### src/rtl/fetch_if.sv
// Fetch stage bundle: redirect, imem request/response channel and decode handshake.
// perf_bubbles_o exists only when FETCH_PERF_EN is defined.
interface fetch_if #(
    parameter int AWIDTH = 32,
    parameter int DWIDTH = 32
);
    logic              redirect_i;
    logic [AWIDTH-1:0] redirect_pc_i;
    logic              imem_req_valid_o;
    logic              imem_req_ready_i;
    logic [AWIDTH-1:0] imem_req_addr_o;
    logic              imem_rsp_valid_i;
    logic [DWIDTH-1:0] imem_rsp_data_i;
    logic              valid_o;
    logic              ready_i;
    logic [AWIDTH-1:0] pc_o;
    logic [DWIDTH-1:0] insn_o;
`ifdef FETCH_PERF_EN
    logic [31:0]       perf_bubbles_o;
`endif

    modport master (
`ifdef FETCH_PERF_EN
        output perf_bubbles_o,
`endif
        input  redirect_i, redirect_pc_i, imem_req_ready_i,
        input  imem_rsp_valid_i, imem_rsp_data_i, ready_i,
        output imem_req_valid_o, imem_req_addr_o, valid_o, pc_o, insn_o
    );

    modport slave (
`ifdef FETCH_PERF_EN
        input  perf_bubbles_o,
`endif
        output redirect_i, redirect_pc_i, imem_req_ready_i,
        output imem_rsp_valid_i, imem_rsp_data_i, ready_i,
        input  imem_req_valid_o, imem_req_addr_o, valid_o, pc_o, insn_o
    );
endinterface

### src/rtl/fetch.sv
// Instruction fetch: PC, in-flight address queue, {pc,insn} FIFO and redirect flush.
// Define FETCH_PERF_EN to add the perf_bubbles_o decode-starvation counter.
module fetch #(
    parameter int                DWIDTH   = 32,
    parameter int                AWIDTH   = 32,
    parameter logic [AWIDTH-1:0] BASEADDR = 32'h0100_0000,
    parameter int                DEPTH    = 2
) (
    input logic     clk,
    input logic     rst,
    fetch_if.master bus
);
    localparam int PW = $clog2(DEPTH);
    localparam int CW = $clog2(DEPTH + 1);

    logic [AWIDTH-1:0] pc_q;
    logic [AWIDTH-1:0] aq [DEPTH];
    logic [PW-1:0]     aq_wr, aq_rd;
    logic [AWIDTH-1:0] fq_pc   [DEPTH];
    logic [DWIDTH-1:0] fq_insn [DEPTH];
    logic [PW-1:0]     fq_wr, fq_rd;
    logic [CW-1:0]     fcnt, outst, drop, outst_nx;
    logic [CW:0]       credit;
    logic              acc, rsp, push, pop;

    // Credits cover both in-flight words and buffered words, so the FIFO can never overflow.
    assign credit               = {1'b0, outst} + {1'b0, fcnt};
    assign bus.imem_req_valid_o = !rst && (credit < (CW+1)'(DEPTH));
    assign bus.imem_req_addr_o  = pc_q;
    assign acc                  = bus.imem_req_valid_o && bus.imem_req_ready_i;
    assign rsp                  = bus.imem_rsp_valid_i && (outst != '0);
    assign push                 = rsp && (drop == '0) && !bus.redirect_i;
    assign pop                  = bus.valid_o && bus.ready_i && !bus.redirect_i;
    assign outst_nx             = outst + CW'(acc) - CW'(rsp);

    assign bus.valid_o = (fcnt != '0);
    assign bus.pc_o    = fq_pc[fq_rd];
    assign bus.insn_o  = fq_insn[fq_rd];

    always_ff @(posedge clk or posedge rst) begin
        if (rst) begin
            pc_q  <= BASEADDR;
            outst <= '0;
            drop  <= '0;
            aq_wr <= '0;
            aq_rd <= '0;
            fq_wr <= '0;
            fq_rd <= '0;
            fcnt  <= '0;
            for (int i = 0; i < DEPTH; i++) begin
                aq[i]      <= '0;
                fq_pc[i]   <= '0;
                fq_insn[i] <= '0;
            end
        end else begin
            if (bus.redirect_i)
                pc_q <= {bus.redirect_pc_i[AWIDTH-1:2], 2'b00};
            else if (acc)
                pc_q <= pc_q + AWIDTH'(4);

            // The address queue survives a redirect so stale responses still pop in order.
            if (acc) begin
                aq[aq_wr] <= pc_q;
                aq_wr     <= aq_wr + PW'(1);
            end
            if (rsp)
                aq_rd <= aq_rd + PW'(1);

            outst <= outst_nx;
            if (bus.redirect_i)
                drop <= outst_nx;
            else if (rsp && (drop != '0))
                drop <= drop - CW'(1);

            if (bus.redirect_i) begin
                fq_wr <= '0;
                fq_rd <= '0;
                fcnt  <= '0;
            end else begin
                if (push) begin
                    fq_pc[fq_wr]   <= aq[aq_rd];
                    fq_insn[fq_wr] <= bus.imem_rsp_data_i;
                    fq_wr          <= fq_wr + PW'(1);
                end
                if (pop)
                    fq_rd <= fq_rd + PW'(1);
                if (push && !pop)
                    fcnt <= fcnt + CW'(1);
                else if (pop && !push)
                    fcnt <= fcnt - CW'(1);
            end
        end
    end

`ifdef FETCH_PERF_EN
    logic [31:0] bubbles;

    always_ff @(posedge clk or posedge rst) begin
        if (rst)
            bubbles <= '0;
        else if (bus.ready_i && !bus.valid_o)
            bubbles <= bubbles + 32'd1;
    end

    assign bus.perf_bubbles_o = bubbles;
`endif
endmodule

### src/flat_wrapper.sv
// flat-port wrapper written by rule: the top's interface ports become plain ports
module fetch_flat 
#(
    parameter int                DWIDTH   = 32,
    parameter int                AWIDTH   = 32,
    parameter logic [AWIDTH-1:0] BASEADDR = 32'h0100_0000,
    parameter int                DEPTH    = 2
)
  (clk, rst, bus_redirect_i, bus_redirect_pc_i, bus_imem_req_ready_i, bus_imem_rsp_valid_i, bus_imem_rsp_data_i, bus_ready_i, bus_imem_req_valid_o, bus_imem_req_addr_o, bus_valid_o, bus_pc_o, bus_insn_o);
  fetch_if #(.AWIDTH(AWIDTH), .DWIDTH(DWIDTH)) bus_i ();
  input logic clk;
  input logic rst;
  input wire logic [$bits(bus_i.redirect_i)-1:0] bus_redirect_i;
  input wire logic [$bits(bus_i.redirect_pc_i)-1:0] bus_redirect_pc_i;
  input wire logic [$bits(bus_i.imem_req_ready_i)-1:0] bus_imem_req_ready_i;
  input wire logic [$bits(bus_i.imem_rsp_valid_i)-1:0] bus_imem_rsp_valid_i;
  input wire logic [$bits(bus_i.imem_rsp_data_i)-1:0] bus_imem_rsp_data_i;
  input wire logic [$bits(bus_i.ready_i)-1:0] bus_ready_i;
  output wire logic [$bits(bus_i.imem_req_valid_o)-1:0] bus_imem_req_valid_o;
  output wire logic [$bits(bus_i.imem_req_addr_o)-1:0] bus_imem_req_addr_o;
  output wire logic [$bits(bus_i.valid_o)-1:0] bus_valid_o;
  output wire logic [$bits(bus_i.pc_o)-1:0] bus_pc_o;
  output wire logic [$bits(bus_i.insn_o)-1:0] bus_insn_o;
  assign bus_i.redirect_i = bus_redirect_i;
  assign bus_i.redirect_pc_i = bus_redirect_pc_i;
  assign bus_i.imem_req_ready_i = bus_imem_req_ready_i;
  assign bus_i.imem_rsp_valid_i = bus_imem_rsp_valid_i;
  assign bus_i.imem_rsp_data_i = bus_imem_rsp_data_i;
  assign bus_i.ready_i = bus_ready_i;
  assign bus_imem_req_valid_o = bus_i.imem_req_valid_o;
  assign bus_imem_req_addr_o = bus_i.imem_req_addr_o;
  assign bus_valid_o = bus_i.valid_o;
  assign bus_pc_o = bus_i.pc_o;
  assign bus_insn_o = bus_i.insn_o;
  fetch #(.DWIDTH(DWIDTH), .AWIDTH(AWIDTH), .BASEADDR(BASEADDR), .DEPTH(DEPTH)) u_core (.clk(clk), .rst(rst), .bus(bus_i));
endmodule
### config.mk
export PLATFORM = sky130hd
export DESIGN_NAME = fetch_flat
export DESIGN_NICKNAME = d
export VERILOG_FILES = /design/src/rtl/fetch_if.sv /design/src/rtl/fetch.sv /design/src/flat_wrapper.sv
export SDC_FILE = /design/constraint.sdc
export NUM_CORES = 1
export LEC_CHECK = 0
export BUFFER_PORTS_ARGS = -buffer_cell sky130_fd_sc_hd__buf_2
export CAP_MARGIN = 20
export CORE_MARGIN = 4
export CORE_UTILIZATION = 61
export DETAILED_ROUTE_END_ITERATION = 16
export GPL_TIMING_DRIVEN = 1
export PLACE_DENSITY = 0.89
export SLEW_MARGIN = 20
export SYNTH_ARGS = -nofsm -noshare
export SYNTH_HDL_FRONTEND = slang
export SYNTH_SLANG_ARGS = --single-unit
### constraint.sdc
create_clock -name clk -period 16 [get_ports clk]
set_input_delay 2.4 -clock clk [delete_from_list [all_inputs] [get_ports clk]]
set_output_delay 2.4 -clock clk [all_outputs]
set_load 0.01 [all_outputs]
==> run metrics <==
outcome=finished, final reports clean; first-pass GRT wire length=35800 um; number of setup buffers added after CTS=0; maxcap violations=0; P&R area growth vs syn=18.0%; Yosys reg bits=224; row count=47; hold buffer count at CTS=0; clk_lat worst skew=0.50 ns; Die Y=137 um; Synth top area share=0.547; Worst-path clk slew=0.06 ns; worst slew pin tran=1.00 ns; most common library cells after synthesis=mux2_2 (271), dfrtp_1 (223), clkbuf_1 (33), nand2_1 (32), nor2_1 (27); sequential fraction of the synthesis area=0.550; All-Layer GR Usage=0.237; Critical Path Start Type=input port; PD cells=181 nW/um2; CTS H-tree lvls=1; DRC errors left=0; TritonCTS Sinks=224; crit path capture type=output port; Setup Skew=0.0108 ns; Port Buffers=161; HP Class=reg2reg; wire per inst=19.0 um; Via Count=6609; worst-path fanout max=3; leakage power=5.57 nW; Die Wd=137 um; Post-Synthesis Cells=769; vias in the first global route=7066; Overflow after GRT=0; RSZ-0062 raised after global routing=no; CTS tree=done; Yosys warnings=0; Nets=991; Slew Limit Fails=0; Slew HR=0.332; maximum vdd drop=0.120 mV; average cell area after synthesis=13.3 um2; Post-Syn Area=10200 um2; Starting DRT DRC Count=281; top cells by area, synth=dfrtp_1 (55%), mux2_2 (30%), clkbuf_1 (1.2%); Vias/cell=5.73; design area=12000 um2; Final Hold Slack=0.484 ns; Setup WS post-layout=10.79 ns; dpl hpwl=14100 um; pre-CTS setup slack=10.79 ns; fmax=192 MHz; Longest Clk Path Bufs=3; EDFF count, synth=0; Synth cell types=48; IO Count=168; Die ar.=18900 um2; setup TNS=0 ns; number of buffers created by CTS=24; cell with the most instances after synthesis=mux2_2; top_reg_cell synth=dfrtp_1; core region area=16500 um2; Initial Utilization=0.620; part of the cycle the worst path needs=0.326; minimum clock period=5.21 ns; final setup fails=0; initial antenna violation count=1; Final GP Congestion=0.810; Final Hold Viols=0; first drt pass iteration count=4; CP Class=in2out; final wirelength=22000 um; CTS root buf=clkbuf_16; dpl cell area=11200 um2; post-synth top area cell=dfrtp_1; layout cells sized above 1=0.523; Synth async-reset ratio=1.00; final core occ=0.731; largest net degree at the start of global routing=142; CP required=13.60 ns; remaining antenna violation count after routing=0; crit path DAT=2.81 ns; CTS-repair resized insts=0
[cell families after synthesis]
family                     share of synthesized area
other                                       0.000368
buffers and inverters                         0.0259
adders and majority gates                    0.00687
xor gates and xnor gates                      0.0163
AOI/OAI and AO/OA                             0.0378
muxes                                          0.300
DFF                                            0.550
and+or+nand+nor                               0.0630
[routing by layer]
layer	share of wire	wire length, um	track usage	up-vias
li1	-	-	-	3068
met1	0.42	9310	0.319	3346
met2	0.50	11100	0.404	159
met3	0.051	1130	0.0427	36
met4	0.020	429	0.0538	0
met5	0	0	0	-
[stage by stage]
step | std cells | power, mW
floorplan | 772 | 1.38
global placement | 1110 | 1.56
detailed placement | 1110 | 1.60
CTS | 1153 | 2.20
global route | 1154 | 2.31
finish | 1154 | 2.18
[placed cells by master, fill, tap and decap left out, types with 2 or more instances in the layout]
cell	netlist	layout
conb_1	1	4
clkbuf_16	0	25
o31ai_1	10	10
nor2_1	27	26
or4_1	11	11
clkbuf_1	33	5
a311o_1	3	3
inv_1	12	11
nor3_1	6	5
o21ai_0	23	23
nor4_1	5	5
or3_1	4	4
buf_4	4	7
mux2_2	271	271
and3_1	3	3
buf_2	1	161
clkbuf_8	0	9
a31oi_1	12	12
bufinv_16	0	3
nand4_1	11	11
ha_1	4	4
and2_1	2	2
nand3_1	12	12
xnor2_1	13	13
dfrtp_1	223	222
nand2_1	32	32
o211ai_1	2	2
a21oi_1	3	3
nor2b_1	2	2
and4_1	2	2
xor2_1	6	6
[final cells by class]
class,instances,area [um2]
Clock buffer,39,768
Inverter,13,56.3
Fill cell,1125,4430
Sequential cell,224,5610
Antenna cell,1,2.50
Timing Repair Buffer,169,870
Tap cell,220,275
Multi-Input combinational cell,484,4360
Clock inverter,4,95.1
[state kept, by name, summed over array words and instances, names as in the netlist]
name                        flops
u_core.aq_wr                    1
u_core.fcnt                     2
u_core.bus.imem_req_addr_o     30
u_core.aq                      60
u_core.fq_rd                    1
u_core.fq_wr                    1
u_core.aq_rd                    1
u_core.fq_insn                 64
u_core.drop                     2
u_core.outst                    2
u_core.fq_pc                   60
[path summary, 6_finish.rpt]
kind,from,end,slack [ns],depth (start not counted)
max,rst,bus_imem_req_valid_o,10.79,3
min,u_core.aq[7],u_core.aq[7],0.48,2
max reg2reg,u_core.fcnt[0],u_core.bus.imem_req_addr_o[27],12.79,6
min reg2reg,u_core.aq[7],u_core.aq[7],0.48,2
max in group asynchronous,rst,u_core.fq_pc[63],12.65,3
min in group asynchronous,rst,u_core.outst[1],2.12,2
[critical path, stage by stage]
cell and delay [ns]:
buf_2 0.14, nor3_1 0.12, buf_2 0.15
[power breakdown]
| group | total, mW | switching, mW | internal (mW) |
|---|---|---|---|
| registers | 0.909 | 0.133 | 0.777 |
| logic | 0.684 | 0.291 | 0.393 |
| clock network | 0.588 | 0.213 | 0.374 |
(Power assumes the default switching activity.)
